## config.mk

```make
export PLATFORM = sky130hd
export DESIGN_NAME = updown_counter_param
export DESIGN_NICKNAME = d
export VERILOG_FILES = /design/src/rtl/updown_counter_param.sv
export SDC_FILE = /design/constraint.sdc
export NUM_CORES = 1
export LEC_CHECK = 0
export ABC_AREA = 1
export BUFFER_PORTS_ARGS = -buffer_cell sky130_fd_sc_hd__buf_4
export CAP_MARGIN = 5
export CORE_ASPECT_RATIO = 0.5
export CORE_MARGIN = 3
export CORE_UTILIZATION = 40
export DETAILED_ROUTE_END_ITERATION = 7
export HOLD_SLACK_MARGIN = 0.08
export SETUP_SLACK_MARGIN = 0.02
export SLEW_MARGIN = 30
export SYNTH_ARGS = -nofsm -noshare
export SYNTH_HDL_FRONTEND = slang
export SYNTH_SLANG_ARGS = --single-unit
```

## constraint.sdc

```tcl
create_clock -name clk -period 4.3 [get_ports clk]
set_input_delay 0.645 -clock clk [delete_from_list [all_inputs] [get_ports clk]]
set_output_delay 0.645 -clock clk [all_outputs]
set_load 0.01 [all_outputs]
```

## src/rtl/updown_counter_param.sv

```systemverilog
`default_nettype none
// ============================================================================
// Module      : updown_counter_param
// Description : Parametrised up/down counter with programmable step, runtime
//               lower/upper bounds, wrap or saturate behaviour on crossing,
//               and registered overflow/underflow event pulses.
// Revision    : 1.0 - initial release
// ============================================================================
module updown_counter_param #(
    parameter int               WIDTH    = 16,
    parameter int               STEP_W   = 4,
    parameter int               SAT_MODE = 0,
    parameter logic [WIDTH-1:0] RST_VAL  = '0
) (
    input  logic              clk,
    input  logic              rst,        // synchronous, active-low
    input  logic              count_enb,
    input  logic              updn_cnt,   // 1 = up, 0 = down
    input  logic              ld_cnt,     // active-low parallel load
    input  logic [WIDTH-1:0]  data_in,
    input  logic [STEP_W-1:0] step,
    input  logic [WIDTH-1:0]  lo_lim,
    input  logic [WIDTH-1:0]  hi_lim,
    output logic [WIDTH-1:0]  data_out,
    output logic              at_max,
    output logic              at_min,
    output logic              ovf,
    output logic              unf,
    output logic              cfg_err
);

    // One extra bit of headroom so that value+step and lo+step never wrap.
    localparam int C_XW = WIDTH + 1;

    logic [WIDTH-1:0] data_q, data_d;
    logic             ovf_q, ovf_d;
    logic             unf_q, unf_d;

    logic [C_XW-1:0]  w_step_x;
    logic [C_XW-1:0]  w_cur_x;
    logic [C_XW-1:0]  w_lo_x;
    logic [C_XW-1:0]  w_hi_x;
    logic [C_XW-1:0]  w_sum_x;
    logic [C_XW-1:0]  w_lo_plus_step_x;
    logic [WIDTH-1:0] w_diff;
    logic [WIDTH-1:0] w_load_clamped;
    logic             w_cfg_err;

    assign w_step_x         = {{(C_XW-STEP_W){1'b0}}, step};
    assign w_cur_x          = {1'b0, data_q};
    assign w_lo_x           = {1'b0, lo_lim};
    assign w_hi_x           = {1'b0, hi_lim};
    assign w_sum_x          = w_cur_x + w_step_x;
    assign w_lo_plus_step_x = w_lo_x + w_step_x;
    // Only used when data_q >= lo_lim + step, so the subtraction cannot wrap.
    assign w_diff           = data_q - w_step_x[WIDTH-1:0];
    assign w_cfg_err        = (lo_lim > hi_lim);

    // Load value forced into the legal window.
    assign w_load_clamped = (data_in < lo_lim) ? lo_lim :
                            (data_in > hi_lim) ? hi_lim : data_in;

    // Next-state selection: cfg error > load > count > hold.
    always_comb begin
        data_d = data_q;
        ovf_d  = 1'b0;
        unf_d  = 1'b0;
        if (w_cfg_err) begin
            data_d = data_q;
        end else if (!ld_cnt) begin
            data_d = w_load_clamped;
        end else if (count_enb && (step != '0)) begin
            if (data_q < lo_lim) begin
                // Bounds moved under us: pull back in without an event.
                data_d = lo_lim;
            end else if (data_q > hi_lim) begin
                data_d = hi_lim;
            end else if (updn_cnt) begin
                if (w_sum_x <= w_hi_x) begin
                    data_d = w_sum_x[WIDTH-1:0];
                end else begin
                    data_d = (SAT_MODE != 0) ? hi_lim : lo_lim;
                    ovf_d  = 1'b1;
                end
            end else begin
                if (w_cur_x >= w_lo_plus_step_x) begin
                    data_d = w_diff;
                end else begin
                    data_d = (SAT_MODE != 0) ? lo_lim : hi_lim;
                    unf_d  = 1'b1;
                end
            end
        end
    end

    // State registers with synchronous active-low reset.
    always_ff @(posedge clk) begin
        if (!rst) begin
            data_q <= RST_VAL;
            ovf_q  <= 1'b0;
            unf_q  <= 1'b0;
        end else begin
            data_q <= data_d;
            ovf_q  <= ovf_d;
            unf_q  <= unf_d;
        end
    end

    assign data_out = data_q;
    assign ovf      = ovf_q;
    assign unf      = unf_q;
    assign at_max   = (data_q == hi_lim);
    assign at_min   = (data_q == lo_lim);
    assign cfg_err  = w_cfg_err;

endmodule
`default_nettype wire

```

# Yosys cells after proc, flatten, opt, wreduce, memory -nomap -nowiden
# Cells that the tools add are included.
word_totals:
  register_bits: 18
  input_bits: 57
classes:
  n_addsub: 3
  magnitude_cmp: 7
  n_eq_ne: 3
  muxes: 11
  bitwise_logic: 5
  n_reduce_logical: 5
ops:
  columns: ["cell", "count"]
  rows:
  - ["two-way mux 16 bit", 9]
  - ["greater-than comparator 16 bit", 3]
  - ["adder 16 x 4 -> 17 bit", 2]
  - ["equality test 16 bit", 2]
  - ["< comparator 16 bit", 2]
  - [">= comparator 16 x 17 -> 1 bit", 1]
  - ["<= comparator 17 x 16 -> 1 bit", 1]
  - ["subtractor 16 x 4 -> 16 bit", 1]
  - ["OR reduction 7 bit", 2]
  - ["NOT 1 bit", 5]
  - ["nonzero test 4 bit", 1]
  - ["two-way mux 1 bit", 2]
  - ["inequality test 2 x 1 -> 1 bit (second input constant)", 1]
  - ["AND reduction 2 bit", 1]
  - ["logical AND 1 bit", 1]

# Logic depth before layout (Yosys ltp)
# Gate-level depths: netlist of run 1.
logic_depth:
  word_depth: 8
  ltp_mapped: 28
  mapped_depth_nobuf: 28

# Worst setup path after synthesis of run 1
# Ideal clock, no wire load.
synth_path:
  path_type: "input port to flip-flop"
  from: "in step[2]"
  to: "reg data_q[11] (netlist: data_out[11])"
  arrival_time_ns: 3.456
  required_ns: 4.191
  slack_ns: 0.735
  stages: 25
  path_buffers: 1
  path_cell_list: "ha_1 nand3_1 nand2_1 nand2_1 nand2_1 nand2_1 nor2_1 nand4_1 nor3_1 xor2_1 inv_1 ha_1 inv_1 or2_2 nand4_1 o21bai_2 nand2_2 nand2_2 buf_2 a21oi_1 nand2_1 nand2_1 nand3_1 nand2_1 inv_1"
synth_via:
  elab_chain_cells: 8
  word_cells_on_any_way: 16
  classes_between: "add/sub: 3; order compare: 2; eq/ne: 1; mux: 7; reduce/logical: 3"
synth_lines:
  columns: ["element", "line", "rtl"]
  rows:
  - ["from (decl)", "21", "input logic [STEP_W-1:0] step,"]
  - ["adder 16 x 4 -> 17 bit (on tied branches)", "54, 53", null]
  - [">= comparator 16 x 17 -> 1 bit / <= comparator 17 x 16 -> 1 bit (equally long branches)", "86, 79", null]
  - ["two-way mux 16 bit (on tied branches)", "86, 79", null]
  - ["two-way mux 16 bit", "78", "end else if (updn_cnt) begin"]
  - ["two-way mux 16 bit", "76", "end else if (data_q > hi_lim) begin"]
  - ["two-way mux 16 bit", "73", "if (data_q < lo_lim) begin"]
  - ["two-way mux 16 bit", "72", "end else if (count_enb && (step != '0)) begin"]
  - ["two-way mux 16 bit", "70", "end else if (!ld_cnt) begin"]
  - ["to (signal assigned)", "103", "data_q <= data_d;"]
  - ["to (decl)", "35", "logic [WIDTH-1:0] data_q, data_d;"]
# Parallel ways exist; a longest one is shown, timed or not. The select of a mux whose other input is x is not followed.
# A chain may end at the register's enable or synchronous reset.

# Worst setup path after layout of run 1
layout_path:
  from: "in lo_lim[1]"
  to: "reg data_q[13] (netlist: data_out[13])"
layout_via:
  elab_chain_cells: 8
  word_cells_on_any_way: 14
  classes_between: "add/sub: 1; order compare: 4; mux: 7; bitwise: 1; reduce/logical: 1"
layout_lines:
  columns: ["element", "line", "rtl"]
  rows:
  - ["from (decl)", "22", "input logic [WIDTH-1:0] lo_lim,"]
  - ["adder 16 x 4 -> 17 bit", "54", "assign w_lo_plus_step_x = w_lo_x + w_step_x;"]
  - [">= comparator 16 x 17 -> 1 bit", "86", "if (w_cur_x >= w_lo_plus_step_x) begin"]
  - ["two-way mux 16 bit", "86", null]
  - ["two-way mux 16 bit", "78", null]
  - ["two-way mux 16 bit", "76", null]
  - ["two-way mux 16 bit", "73", null]
  - ["two-way mux 16 bit", "72", null]
  - ["two-way mux 16 bit", "70", null]
# Parallel ways exist; a longest one is shown, timed or not. The select of a mux whose other input is x is not followed.

==> impl_metrics.py, run 1 <==
metrics = {
    "run_status": {
        "run_status": "finished clean",
    },
    "final_layout": {
        "layout_commonest_cell": "nand2_1",
        "utilization": 0.497,
        "final_cell_mix": "234 x nand2_1, 141 x inv_1, 122 x ha_1",
        "postLayoutCellArea_sq_um": 6940,
        "area_growth_pct": 17.8,
        "nets": 1243,
        "drive_gt1_frac": 0.133,
        "finalNonFillerCells": 1251,
        "n_fill_cell": 1538,
        "final-seq-area_sq_um": 360,
        "multi_input_area_sq_um": 4880,
        "antenna_cells": 0,
    },
    "floorplan": {
        "die_x_microns": 178,
        "initial_core_util": 0.422,
        "rows": 30,
        "dieArea_sq_um": 16300,
        "core_area_sq_um": 14000,
        "io_pins": 78,
        "die_h_microns": 91.8,
    },
    "sta": {
        "min_period_over_period": 0.935,
        "finalSetupViolCount": 0,
        "relSlewSlack": 0.476,
        "slew_violations": 0,
        "tightest_slew_ns": 0.780,
        "hold_viol_final": 0,
        "fin_skew_ns": 0.00942,
        "fin_crit_ns": 4.02,
        "max_freq_mhz": 249,
        "rsz0062_at_grt": "false",
    },
    "synthesis": {
        "syn_area_per_cell_sq_um": 6.04,
        "synth-compound-area-share": 0.149,
        "synth-seq-area-share": 0.0612,
        "yosysUniqueCellTypes": 47,
        "synth_fp_nets": 1158,
        "ys_warn_count": 0,
        "ys_seq_elements": 18,
        "netlist_area_sq_um": 5890,
        "muxShareOfSynthArea": 0,
        "synth_xor_area_frac": 0.0446,
        "synth_top_family_by_area": "simple AND/OR/NAND/NOR gates",
        "syn_inst": 975,
        "synthSimpleGateAreaFrac": 0.358,
        "synthAdderAreaFrac": 0.271,
    },
    "place": {
        "io_buffers": 77,
        "hpwl_mm": 18.4,
        "place_inst": 1245,
        "gp_congestion": 0.946,
        "dpl_cell_area_sq_um": 6800,
    },
    "power_and_ir_drop": {
        "p_per_area_nw_per_um2": 236,
        "switching_share": 0.538,
        "clkPwrFrac": 0.145,
        "p_seq_frac": 0.147,
        "p_total_mw": 1.63,
        "power_frac_comb": 0.708,
        "ir_drop_v": 0.000151,
        "switching_power_mw": 0.880,
        "internal-power_mw": 0.754,
        "p_leak_nw": 3.89,
    },
    "routing": {
        "ant_nets": 0,
        "post_drt_via_cell_ratio": 5.48,
        "num_vias": 6853,
        "drc_errors": 0,
        "drtIter0Drc": 701,
        "wl_per_cell_microns": 18.0,
        "dr.pass1.iters": 6,
        "wl_mm": 22.5,
    },
    "clock_network": {
        "clkLatencyLatePin_ns": 0.27,
        "cts_tree": "yes",
        "clk_pin_slew_worst_paths_ns": 0.07,
        "ctsHoldBuffers": 0,
        "cts.sinks": 18,
        "clockBufferDepth": 2,
        "numCtsBuffers": 3,
        "cts_root_buf": "clkbuf_16",
        "cts_htree_levels": 1,
    },
    "setup_path": {
        "worst-setup-path-type": "primary input to register",
        "startpoint_type": "primary input",
        "cp.arrival_ns": 4.20,
        "critPathMaxFanout": 25,
        "crit_path_end_kind": "register",
        "cp_data_required_time_ns": 4.48,
    },
    "global_routing": {
        "grt_pass1_wl_mm": 34.7,
        "gr-total-overflow": 0,
        "grt_max_degree": 32,
        "grt_pass1_vias": 6126,
        "track_usage": 0.271,
        "antenna_found_initial": 0,
    },
    "job": {
        "maxCapViolations": 0,
    },
    "hold_path": {
        "min-delay-path-class": "register to register",
    },
}
==> worst max-delay path, stage by stage <==
cell	delay (ns)
buf_4	0.15
ha_1	0.29
nand3_1	0.07
nand2_1	0.12
nand2_1	0.06
nand2_1	0.15
nand2_1	0.11
nor2_1	0.16
nand4_1	0.20
nor3_2	0.22
xor2_1	0.16
inv_1	0.06
ha_1	0.32
inv_1	0.08
nor4_1	0.33
nand2_1	0.09
inv_1	0.09
o21bai_2	0.07
nand2_2	0.13
nand2_8	0.15
a21oi_1	0.17
nand2_1	0.09
nand2_1	0.06
nand3_1	0.11
nand2_1	0.09
inv_1	0.03
==> logic make-up after synthesis <==
kind of cell	count (synthesis)
flops	18
buf+inv	173
fa+ha+maj	126
compound gates	157
simple gates	471
xor+xnor	30
==> cell usage after synthesis (all sizes together) <==
library cell / number / area, sq um
o31ai: 2 / 15.0
o2111ai: 1 / 8.76
nand2: 244 / 948
nand3: 117 / 603
fa: 3 / 60.1
inv: 143 / 537
a21oi: 86 / 430
a21boi: 1 / 7.51
clkinv: 3 / 11.3
o21ai: 39 / 203
a22oi: 1 / 7.51
a221oi: 1 / 8.76
xnor2: 2 / 17.5
a31oi: 1 / 6.26
nor3: 13 / 70.1
o211ai: 18 / 135
o21bai: 2 / 18.8
nor2: 68 / 278
xor2: 28 / 245
nor4b: 1 / 8.76
nor4: 6 / 43.8
buf: 16 / 92.6
nand3b: 2 / 15.0
or2: 2 / 12.5
dfxtp: 18 / 360
clkbuf: 11 / 41.3
ha: 123 / 1540
nand4: 17 / 121
o21a: 2 / 15.0
a21o: 3 / 22.5
nor3b: 1 / 7.51
==> per-layer routing <==
metal  share of wire  global-route usage
met5               0                   0
met4          0.0069              0.0228
met3           0.077              0.0343
met2            0.40               0.396
met1            0.51               0.431
==> sequential cells by signal (all words and copies together) (netlist names) <==
signal,flops
unf,1
data_out,16
ovf,1
==> power by group through the flow <==
stage	clock network (mW)	logic, mW	registers [mW]
floorplan	0	0.738	0.233
global placement	0	1.10	0.241
detailed placement	0	1.12	0.242
CTS	0.232	1.12	0.238
global route	0.246	1.30	0.242
finish	0.238	1.16	0.239
==> path summary, 6_finish.rpt <==
kind / start / end / slack (ns) / cells after the start
worst max register to register: data_out[1] / data_out[13] / 0.37 / 28
worst min-delay path: data_out[8] / data_out[8] / 0.59 / 4
worst min register to register: data_out[8] / data_out[8] / 0.59 / 4
worst max-delay path: lo_lim[1] / data_out[13] / 0.28 / 26
==> cell type report <==
cell class / count / share of cell area
repair buffers: 107 / 0.118
flip-flops and latches: 18 / 0.0519
multi-input cells: 784 / 0.704
well taps: 192 / 0.0346
clock buffers: 4 / 0.0128
inverters: 146 / 0.0790
==> stage by stage <==
step           hold WS, ns  TNS (ns)  setup WS [ns]
6_report             0.590         0          0.277
3_5_place_dp         0.576     -1.39         -0.171
3_3_place_gp         0.577    -0.623         -0.113
5_1_grt              0.622         0         0.0384
2_1_floorplan        0.646         0          0.735
4_1_cts              0.587         0          0.109
==> repair_timing <==
item / in CTS / in global routing
resized for setup: 0 / 5
setup buffers: 0 / 2
endpoints found under the setup margin: 0 / 16
(Power assumes the default switching activity.)
==> inputs of run 2 (changes only) <==
- CTS_BUF_LIST: unset -> sky130_fd_sc_hd__clkbuf_16
- REMOVE_ABC_BUFFERS: unset -> 1
==> run 2 against run 1 <==
Net effect: die area did not move; utilization decreased by 0.78 points; clock-buffer cell count fell by 1; clock power shrank 11%; worst hold slack better by 0.059 ns; non-clock buffer count decreased by 10; first-iteration DRC count down 3.6%; sequential power barely moved; global-route usage is 0.085 points lower; highest routed layer unchanged.
==> impl_metrics.py, run 2 (synthesis results as in run 1) <==
metrics = {
    "run_status": {
        "run_status": "finished clean",
    },
    "clock_network": {
        "cts_htree_levels": 1,
        "post_cts_buffers": 0,
        "numCtsBuffers": 3,
        "clk_pin_slew_worst_paths_ns": 0.06,
        "cts_root_buf": "clkbuf_16",
        "cts_tree": "yes",
        "cts.sinks": 18,
        "clockBufferDepth": 2,
        "clkLatencyLatePin_ns": 0.27,
    },
    "global_routing": {
        "antenna_found_initial": 0,
        "grt_pass1_vias": 6167,
        "gr-total-overflow": 0,
        "track_usage": 0.271,
        "grt_pass1_wl_mm": 34.8,
        "grt_max_degree": 32,
    },
    "routing": {
        "num_vias": 6693,
        "drc_errors": 0,
        "post_drt_via_cell_ratio": 5.40,
        "wl_mm": 22.1,
        "dr.pass1.iters": 5,
        "drtIter0Drc": 676,
        "wl_per_cell_microns": 17.8,
        "ant_nets": 0,
    },
    "sta": {
        "fin_hold_ws_ns": 0.649,
        "tightest_slew_ns": 0.809,
        "fin_skew_ns": 0.00286,
        "hold_viol_final": 0,
        "fin_crit_ns": 3.96,
        "finalSetupViolCount": 0,
        "max_freq_mhz": 252,
        "rsz0062_at_grt": "false",
        "relSlewSlack": 0.457,
        "min_period_over_period": 0.921,
        "layout_setup_ws_ns": 0.338,
        "slew_violations": 0,
        "final.setup.tns_ns": 0,
    },
    "setup_path": {
        "critPathMaxFanout": 17,
        "worst-setup-path-type": "primary input to register",
        "cp_data_required_time_ns": 4.47,
        "startpoint_type": "primary input",
        "cp.arrival_ns": 4.13,
        "crit_path_end_kind": "register",
    },
    "power_and_ir_drop": {
        "p_per_area_nw_per_um2": 233,
        "p_leak_nw": 3.84,
        "ir_drop_v": 0.000132,
        "p_total_mw": 1.59,
    },
    "final_layout": {
        "drive_gt1_frac": 0.124,
        "n_fill_cell": 1504,
        "postLayoutCellArea_sq_um": 6830,
        "nets": 1233,
        "largest_register_ffs": 16,
        "area_growth_pct": 15.9,
        "final_cell_mix": "234 x nand2_1, 141 x inv_1, 123 x ha_1",
        "layout_commonest_cell": "nand2_1",
        "antenna_cells": 0,
    },
    "floorplan": {
        "initial_core_util": 0.422,
        "die_h_microns": 91.8,
        "dieArea_sq_um": 16300,
        "core_area_sq_um": 14000,
        "io_pins": 78,
        "die_x_microns": 178,
        "rows": 30,
    },
    "place": {
        "io_buffers": 77,
        "hpwl_mm": 18.4,
        "dpl_cell_area_sq_um": 6740,
        "pre_cts_ws_ns": 0.126,
        "gp_congestion": 0.908,
    },
    "job": {
        "maxCapViolations": 0,
    },
    "hold_path": {
        "min-delay-path-class": "primary input to register",
    },
}
[run 2: changes by cell type in the layout (fill, tap and decap cells not counted), sizes merged]
| cell | previous run | this run |
|---|---|---|
| buf | 107 | 97 |
| clkbuf | 4 | 3 |
[run 2: path summary, 6_finish.rpt]
check,from,endpoint,slack [ns],depth (start not counted)
setup / recovery,step[0],data_out[0],0.34,28
hold / removal,rst,ovf,0.65,3
hold reg to reg,data_out[1],data_out[1],0.66,4
setup reg to reg,data_out[0],data_out[0],0.45,27
[run 2: critical path, stage by stage]
cell	delay, ns
buf_4	0.11
ha_1	0.17
inv_1	0.07
fa_1	0.40
inv_1	0.07
nand2_1	0.05
nand2_2	0.09
nand3_4	0.13
inv_1	0.10
nand4_1	0.09
xor2_1	0.23
inv_1	0.08
ha_1	0.29
a21o_1	0.18
a21oi_1	0.19
nand2_1	0.08
nor2_1	0.17
nand2_4	0.17
nand2_4	0.25
nand2_1	0.08
nand3_1	0.07
nand2_1	0.05
nand2_1	0.06
nand2_1	0.07
nand2_1	0.06
nand3_1	0.06
nand2_1	0.07
inv_1	0.04
[run 2: timing repair]
action	4_1_cts	5_1_grt
hold endpoints to repair	0	0
endpoints found under the setup margin	0	16
gates resized for setup	0	3
hold buffers	0	0
[run 2: area by class of cell]
class	instances	area, sq um	share of cell area
Sequential cell	18	360	0.0528
Tap cell	192	240	0.0352
Clock buffer	3	75.1	0.0110
Timing Repair Buffer	97	741	0.108
Inverter	146	548	0.0802
Multi-Input combinational cell	784	4860	0.712
[run 2: metrics by stage]
step	cells	util
2_1_floorplan	948	-
3_3_place_gp	1237	0.483
3_5_place_dp	1237	0.483
4_1_cts	1240	0.488
5_1_grt	1240	0.489
6_report	1240	0.489
[run 2: metal layers]
layer	track usage	wire length, microns	vias to the layer above
met4	0.0372	235	0
met2	0.384	8620	255
met5	0	0	-
met3	0.0484	1770	19
met1	0.424	11500	3016
li1	-	-	3403
[run 2: power by group]
part           total, mW  internal [mW]  switching, mW  leakage (nW)
Sequential         0.240          0.187         0.0522         0.149
Clock              0.211          0.124         0.0870        0.0370
Combinational       1.14          0.412          0.730          3.65
==> inputs of run 3 (changes only) <==
- clock period: 4.3 -> 3.5 ns (I/O delays scaled with it)
==> run 3 against run 2 <==
Net effect: the run now ends with negative setup slack left; combinational power increased by 48%; first-iteration DRC count is 15% higher; utilization rose by 7.7 points; power up 39%; sequential cell count unchanged; critical path type unchanged; critical endpoint is now unf; largest cell class unchanged; largest power group unchanged.
==> impl_metrics.py, run 3 (synthesis results as in run 1) <==
metrics = {
    "setup_path": {
        "cpLargestDelayFamily": "buffers and inverters",
        "critPathSlowestCell": "ha_1",
        "cpMostUsedCell": "buf_4",
        "cp.arrival_ns": 3.71,
        "critPathMaxFanout": 3,
        "crit_path_end_kind": "register",
        "critPathBufInv": 11,
        "startpoint_type": "primary input",
        "slowest_delay_ns": 0.26,
        "crit_chain": "buf_8, ha_4, a21oi_2, nand2_2, buf_4, buf_4, buf_4, buf_4, buf_4, xnor2_2, ha_1, nand2_1, buf_4, nor2_1, nand4_1, nand4_1, o21bai_4, nand2_4, buf_4, buf_6, buf_4, buf_4, nor4_4",
        "worst-setup-path-type": "primary input to register",
        "cp_data_required_time_ns": 3.68,
    },
    "final_layout": {
        "postLayoutCellArea_sq_um": 7900,
        "drive_gt1_frac": 0.235,
        "final_cell_mix": "223 x nand2_1, 168 x buf_4, 138 x inv_1",
        "antenna_cells": 0,
        "nets": 1318,
        "utilization": 0.566,
        "area_growth_pct": 34.1,
        "layout_commonest_cell": "nand2_1",
        "largest_register_ffs": 16,
    },
    "routing": {
        "wl_per_cell_microns": 17.6,
        "num_vias": 7174,
        "dr.pass1.iters": 6,
        "drtIter0Drc": 779,
        "drc_errors": 0,
        "wl_mm": 23.3,
        "post_drt_via_cell_ratio": 5.41,
        "ant_nets": 0,
    },
    "place": {
        "dpl_cell_area_sq_um": 7240,
        "hpwl_mm": 19.2,
        "io_buffers": 77,
        "gp_congestion": 0.946,
    },
    "job": {
        "maxCapViolations": 0,
    },
    "sta": {
        "layout_setup_ws_ns": -0.0346,
        "tightest_slew_ns": 0.741,
        "max_freq_mhz": 283,
        "finalSetupViolCount": 2,
        "slew_violations": 0,
        "fin_hold_ws_ns": 0.539,
        "hold_viol_final": 0,
        "rsz0062_at_grt": "true",
        "fin_skew_ns": 0.00924,
        "relSlewSlack": 0.505,
        "fin_crit_ns": 3.53,
        "final.setup.tns_ns": -0.0559,
        "min_period_over_period": 1.01,
    },
    "global_routing": {
        "grt_pass1_wl_mm": 35.5,
        "grt_pass1_vias": 6461,
        "antenna_found_initial": 0,
        "gr-total-overflow": 0,
        "grtUsageMet1": 0.420,
        "grt_max_degree": 32,
        "grtUsageMet3": 0.0476,
        "use_met2": 0.411,
        "top_usage_layer": "met1",
        "track_usage": 0.277,
    },
    "floorplan": {
        "die_h_microns": 91.8,
        "io_pins": 78,
        "rows": 30,
        "dieArea_sq_um": 16300,
        "die_x_microns": 178,
        "core_area_sq_um": 14000,
        "initial_core_util": 0.422,
    },
    "hold_path": {
        "min-delay-path-class": "primary input to register",
    },
    "clock_network": {
        "cts_htree_levels": 1,
        "numCtsBuffers": 3,
        "cts_tree": "yes",
        "clkLatencyLatePin_ns": 0.27,
        "clockBufferDepth": 2,
        "cts.sinks": 18,
        "clk_pin_slew_worst_paths_ns": 0.07,
        "cts_root_buf": "clkbuf_16",
    },
    "power_and_ir_drop": {
        "p_leak_nw": 4.34,
        "ir_drop_v": 0.000182,
        "p_total_mw": 2.22,
        "p_per_area_nw_per_um2": 281,
    },
    "run_status": {
        "run_status": "finished with violations",
        "violations": "negative setup slack",
    },
}
run 3: cell count changes in the layout (fill, tap and decap cells not counted), sizes merged:
cell / before / now
buf: 97 / 181
clkbuf: 3 / 4
clkinv: 3 / 4
run 3: worst register-to-register path: stages (launching register included):
cell     delay, ns
dfxtp_2       0.33
ha_2          0.17
inv_1         0.06
fa_2          0.34
inv_1         0.06
nand2_1       0.05
nand2_2       0.10
nand3_4       0.11
nor2_1        0.14
xor2_1        0.21
inv_1         0.07
ha_1          0.29
nand2_1       0.12
nor4_4        0.32
nand4_4       0.20
buf_6         0.20
nand3_1       0.08
nand3_1       0.07
nand2_1       0.07
nand2_1       0.05
nand2_1       0.07
nand3_1       0.08
nand2_1       0.09
inv_1         0.04
run 3: path summary, 6_finish.rpt:
| check | startpoint | endpoint | slack (ns) | depth (start not counted) |
|---|---|---|---|---|
| setup / recovery | step[2] | unf | -0.03 | 23 |
| setup reg to reg | data_out[0] | data_out[7] | 0.07 | 23 |
| hold / removal | rst | ovf | 0.54 | 3 |
| hold reg to reg | data_out[14] | data_out[14] | 0.67 | 4 |
run 3: area by class of cell:
class | instances | area [sq um]
Sequential cell | 18 | 362
Multi-Input combinational cell | 784 | 5210
Clock buffer | 3 | 75.1
Tap cell | 192 | 240
Inverter | 146 | 551
Timing Repair Buffer | 182 | 1450
Fill cell | 1432 | 6070
Clock inverter | 1 | 3.75
run 3: layer usage:
metal  part of all wire  vias to the layer above
li1                   -                     3580
met1               0.49                     3275
met2               0.41                      294
met3              0.086                       25
met4              0.013                        0
met5                  0                        -
run 3: timing repair:
item                       CTS  global route
setup endpoints to repair   16            18
cloned                       0             1
hold buffers                 0             0
pin swaps                   23            41
buffers inserted            11             7
resized for setup           42            49
run 3: stage by stage:
step / setup WS, ns / instances
2_1_floorplan: 0.0342 / 948
3_3_place_gp: -0.516 / 1304
3_5_place_dp: -0.589 / 1304
4_1_cts: -0.0162 / 1319
5_1_grt: -0.269 / 1326
6_report: -0.0346 / 1326
run 3: power by group:
group          internal, mW  leakage [nW]  switching, mW
Clock                 0.153        0.0385          0.103
Combinational         0.685          4.16           1.00
Sequential            0.231         0.149         0.0411
